--- config.mk ---
export PLATFORM = sky130hd
export DESIGN_NAME = mem_arbiter
export DESIGN_NICKNAME = d
export VERILOG_FILES = /design/src/rtl/mem_arbiter.sv
export SDC_FILE = /design/constraint.sdc
export NUM_CORES = 1
export LEC_CHECK = 0
export ABC_AREA = 1
export CORE_AREA = 2 2 116 118
export DETAILED_ROUTE_END_ITERATION = 8
export DIE_AREA = 0 0 118 120
export GPL_ROUTABILITY_DRIVEN = 0
export HOLD_SLACK_MARGIN = 0.06
export REMOVE_ABC_BUFFERS = 1
export SYNTH_ARGS = -nofsm -noshare
export SYNTH_HDL_FRONTEND = slang
export SYNTH_SLANG_ARGS = --single-unit
export TNS_END_PERCENT = 50
--- constraint.sdc ---
create_clock -name clk -period 2.1 [get_ports clk]
set_input_delay 0.42 -clock clk [delete_from_list [all_inputs] [get_ports clk]]
set_output_delay 0.42 -clock clk [all_outputs]
set_load 0.02 [all_outputs]
--- src/rtl/mem_arbiter.sv ---
// Round-robin arbiter sharing one synchronous memory port between the CPU and an
// external requester, with a bounded burst per owner and tagged read-return routing.
module mem_arbiter #(
    parameter int ADDR_W    = 32,
    parameter int DATA_W    = 32,
    parameter int MAX_BURST = 8
) (
    input  logic              clk,
    input  logic              reset,
    input  logic              cpu_req,
    input  logic [ADDR_W-1:0] cpu_addr,
    input  logic              cpu_we,
    input  logic [DATA_W-1:0] cpu_wdata,
    output logic              cpu_gnt,
    output logic              cpu_rvalid,
    output logic [DATA_W-1:0] cpu_rdata,
    output logic              cpu_stall,
    input  logic              ext_req,
    input  logic [ADDR_W-1:0] ext_addr,
    input  logic              ext_we,
    input  logic [DATA_W-1:0] ext_wdata,
    output logic              ext_gnt,
    output logic              ext_rvalid,
    output logic [DATA_W-1:0] ext_rdata,
    output logic [ADDR_W-1:0] mem_addr,
    output logic              mem_we,
    output logic [DATA_W-1:0] mem_wdata,
    input  logic [DATA_W-1:0] mem_rdata,
    output logic [1:0]        owner
);

    typedef enum logic [1:0] {
        IDLE    = 2'b00,
        OWN_CPU = 2'b01,
        OWN_EXT = 2'b10
    } state_t;

    localparam int CNT_W = $clog2(MAX_BURST + 1);

    state_t           state, state_nxt;
    logic             last_served;  // 1 = EXT was served last
    logic [CNT_W-1:0] burst_cnt;
    logic             rd_pend;
    logic             rd_tag;       // 1 = pending read belongs to EXT
    logic             burst_done;

    assign cpu_gnt   = (state == OWN_CPU) & cpu_req;
    assign ext_gnt   = (state == OWN_EXT) & ext_req;
    assign cpu_stall = cpu_req & ~cpu_gnt;
    assign owner     = state;

    // Greater-or-equal so a count saturated during an uncontended run still
    // hands over on the first accept after the other side starts requesting.
    assign burst_done = (int'(burst_cnt) + 1) >= MAX_BURST;

    always_comb begin
        mem_addr  = '0;
        mem_wdata = '0;
        case (state)
            OWN_CPU: begin
                mem_addr  = cpu_addr;
                mem_wdata = cpu_wdata;
            end
            OWN_EXT: begin
                mem_addr  = ext_addr;
                mem_wdata = ext_wdata;
            end
            default: ;
        endcase
    end

    assign mem_we = (cpu_gnt & cpu_we) | (ext_gnt & ext_we);

    always_comb begin
        state_nxt = state;
        case (state)
            IDLE: begin
                if (cpu_req && ext_req) state_nxt = last_served ? OWN_CPU : OWN_EXT;
                else if (cpu_req)       state_nxt = OWN_CPU;
                else if (ext_req)       state_nxt = OWN_EXT;
            end
            OWN_CPU: begin
                if (!cpu_req)                state_nxt = ext_req ? OWN_EXT : IDLE;
                else if (ext_req && burst_done) state_nxt = OWN_EXT;
            end
            OWN_EXT: begin
                if (!ext_req)                state_nxt = cpu_req ? OWN_CPU : IDLE;
                else if (cpu_req && burst_done) state_nxt = OWN_CPU;
            end
            default: state_nxt = IDLE;
        endcase
    end

    always_ff @(posedge clk) begin
        if (!reset) begin
            state       <= IDLE;
            last_served <= 1'b1;
            burst_cnt   <= '0;
            rd_pend     <= 1'b0;
            rd_tag      <= 1'b0;
        end else begin
            state <= state_nxt;
            if (state_nxt != state) begin
                burst_cnt <= '0;
                if (state != IDLE) last_served <= (state == OWN_EXT);
            end else if ((cpu_gnt || ext_gnt) && burst_cnt != CNT_W'(MAX_BURST)) begin
                burst_cnt <= burst_cnt + CNT_W'(1);
            end
            rd_pend <= (cpu_gnt & ~cpu_we) | (ext_gnt & ~ext_we);
            rd_tag  <= ext_gnt;
        end
    end

    assign cpu_rvalid = rd_pend & ~rd_tag;
    assign ext_rvalid = rd_pend & rd_tag;
    assign cpu_rdata  = cpu_rvalid ? mem_rdata : '0;
    assign ext_rdata  = ext_rvalid ? mem_rdata : '0;

endmodule

==> results.json <==
{
  "place.detailed.instances": 889,
  "n_fill_cell": 1401,
  "layout.cells.non_filler": 897,
  "synth_cell_types": 19,
  "dr_total_vias": 3763,
  "initial_core_utilization_pct": 14.74,
  "first_global_vias": 3783,
  "holdWs_ns": 0.4791,
  "worst_ir_drop_vdd_v": 0.0002306,
  "critPathKind": "input pin to output port",
  "n_antenna_cell": 0,
  "synth_sequential_area_ratio_pct": 9.418,
  "min-delay-path-class": "flop to flop",
  "cp.required_ns": 1.68,
  "r2r_slack_ns": 0.16,
  "sum_of_routed_wire_length_over_all_layers_um": 13160,
  "route.antenna.remaining_nets": 0,
  "worst-endpoint-arrival_ns": 1.65,
  "synth-seq-cells": 9,
  "grt_first_pass_wirelength_um": 19270,
  "grt_antenna_before_repair": 0,
  "total_die_area_um2": 14160,
  "worst_clock_skew_ns": 0.001955,
  "netlist_area_um2": 1913,
  "drt_pre_antenna_iters": 4,
  "ctsHtreeMaxLevel": 1,
  "place.detailed.hpwl_um": 10620,
  "pwr_density_cell_nw_per_um2": 402.9,
  "min_from": "last_served",
  "grt_max_degree": 34,
  "clock-root-buffer": "sky130_fd_sc_hd__clkbuf_16",
  "die-height_um": 120,
  "number_of_stages_on_the_worst_hold_path": 2,
  "die_width_um": 118,
  "ios": 302,
  "layout.cells.most_common": "sky130_fd_sc_hd__clkdlybuf4s50_1",
  "post_synth_inst_count": 417,
  "cts_hold_buffers": 0,
  "status": "complete, no violations",
  "clkLatencyLatePin_ns": 0.23,
  "critical_path.startpoint_type": "input pin",
  "area.growth.synth_to_final_pct": 177.8,
  "drive_above_1_share_pct": 16.78,
  "detail_route.wl_per_cell_um": 14.67,
  "final_cell_area_um2": 5314,
  "grtUsageTotal_pct": 17.03,
  "period_minus_slack_ns": 2.067,
  "drt_first_iter_violations": 91,
  "synth_top_cell_by_area": "sky130_fd_sc_hd__nand2_1",
  "placed_cell_area_um2": 5279,
  "core_area_um2": 12980,
  "worst_r2r_startpoint": "owner[0]",
  "rr_worst_depth": 16,
  "final_max_slew_viol_count": 0,
  "cts.path.max_buffers": 2,
  "hold_path_sink": "last_served",
  "drc": 0,
  "place.port_buffers": 301,
  "numCtsBuffers": 3,
  "mostFrequentLayoutCells": "184 x sky130_fd_sc_hd__clkdlybuf4s50_1, 154 x sky130_fd_sc_hd__nand2_1, 80 x sky130_fd_sc_hd__nor2_1",
  "fp-row-count": 42,
  "postSynthAreaPerCell_um2": 4.588,
  "finalCoreUtilization_pct": 40.94,
  "average_via_count_per_standard_cell": 4.195,
  "drv.max_cap_violation_count": 0,
  "crit_path_max_fanout": 2,
  "period_share_pct": 98.44,
  "sinks_on_clock_net": 9,
  "endpoint_kind": "output port",
  "maxClockFrequency_mhz": 483.8,
  "worstReg2RegEnd": "last_served",
  "globalRoute.totalOverflow": 0,
  "ys.warnings.count": 0,
  "final-hold-violation-count": 0,
  "netlist.area_leader.share_pct": 30.22,
  "finalSetupViolations": 0,
  "tritoncts": "yes",
  "unrepaired_setup_endpoints_after_global_routing": "yes",
  "final_nets": 894,
  "maxSlewHeadroom_pct": 78.60,
  "clkTransAtPathRegs_ns": 0.04,
  "synth.top_cells.by_area": "sky130_fd_sc_hd__nand2_1 30%, sky130_fd_sc_hd__a21oi_1 18%, sky130_fd_sc_hd__nor2_1 16%",
  "worstMarginPinSlew_ns": 0.3209,
  "p_leak_nw": 2.802
}
-- cells in the mapped netlist, drive strengths merged --
cell type and count:
buf 9, nand3 9, ha 6, clkbuf 17
dfxtp 9, bufinv 1, nand4 1, inv 51
xor2 2, o31ai 1, a21oi 70, nand2 156
o21ai 3, clkinv 1, nor2 81
-- worst max-delay path by stage --
| stage | endpoint | slack, ns | from |
|---|---|---|---|
| floorplan | mem_we | -0.82 | owner[0] |
| global placement | mem_wdata[10] | -0.37 | owner[0] |
| detailed placement | mem_wdata[10] | -0.35 | owner[0] |
| CTS | cpu_rdata[16] | -0.06 | rd_pend |
| global route | mem_wdata[13] | -0.03 | owner[0] |
| finish | ext_rdata[24] | 0.03 | mem_rdata[24] |
-- where the power goes --
part	internal (W)	leakage (nW)	switching [W]	total (W)
logic	0.000767	2.69	0.000840	0.00161
clock network	0.000254	0.0382	0.0000801	0.000334
registers	0.000189	0.0736	0.0000117	0.000200
total	0.00121	2.80	0.000931	0.00214
-- kinds of logic after synthesis --
family	Yosys count	synth area share [%]
buf+inv	79	16.28
flops	9	9.418
compound gates	74	19.49
simple gates	247	49.97
fa+ha+maj	6	3.924
xor+xnor	2	0.9158
-- sequential cells by signal (all words and copies together) (netlist names) --
name and cells:
last_served 1, burst_cnt 4, owner 2, rd_tag 1, rd_pend 1
-- per-stage QoR --
stage / worst slack (ns) / total power, W / TNS, ns
after floorplan: -0.8166 / 0.0008542 / -46.31
after global placement: -0.3691 / 0.001728 / -9.738
after detailed placement: -0.3467 / 0.001738 / -9.018
after CTS: -0.05999 / 0.002132 / -0.05999
after global routing: -0.03030 / 0.002285 / -0.1415
final: 0.03284 / 0.002141 / 0
-- layer usage --
metal | part of all wire (%) | global-route usage (%) | routed length (µm)
met5 | 0 | 0 | 0
met4 | 1.4 | 3.313 | 178
met2 | 56 | 36.66 | 7336
met1 | 34 | 15.58 | 4519
met3 | 8.6 | 4.610 | 1127
-- final cells by class --
| class | count | area [µm²] | share of cell area (%) |
|---|---|---|---|
| Timing Repair Buffer | 326 | 3124 | 58.79 |
| Multi-Input combinational cell | 329 | 1490 | 28.04 |
| Tap cell | 176 | 220.2 | 4.144 |
| Inverter | 53 | 219.0 | 4.121 |
| Sequential cell | 9 | 181.4 | 3.414 |
| Clock buffer | 4 | 78.83 | 1.483 |
-- worst max-delay path, stage by stage --
cell	delay, ns
sky130_fd_sc_hd__clkdlybuf4s50_1	0.46
sky130_fd_sc_hd__inv_1	0.05
sky130_fd_sc_hd__nor2_1	0.10
sky130_fd_sc_hd__clkdlybuf4s50_1	0.61
-- repair_timing --
| action | 4_1_cts | 5_1_grt |
|---|---|---|
| endpoints found under the hold margin | 0 | 0 |
| endpoints found under the setup margin | 103 | 64 |
| resized for setup | 285 | 80 |
| gates cloned | 3 | 0 |
| setup buffers | 1 | 0 |
No activity file was read; power rests on OpenSTA's default activity.
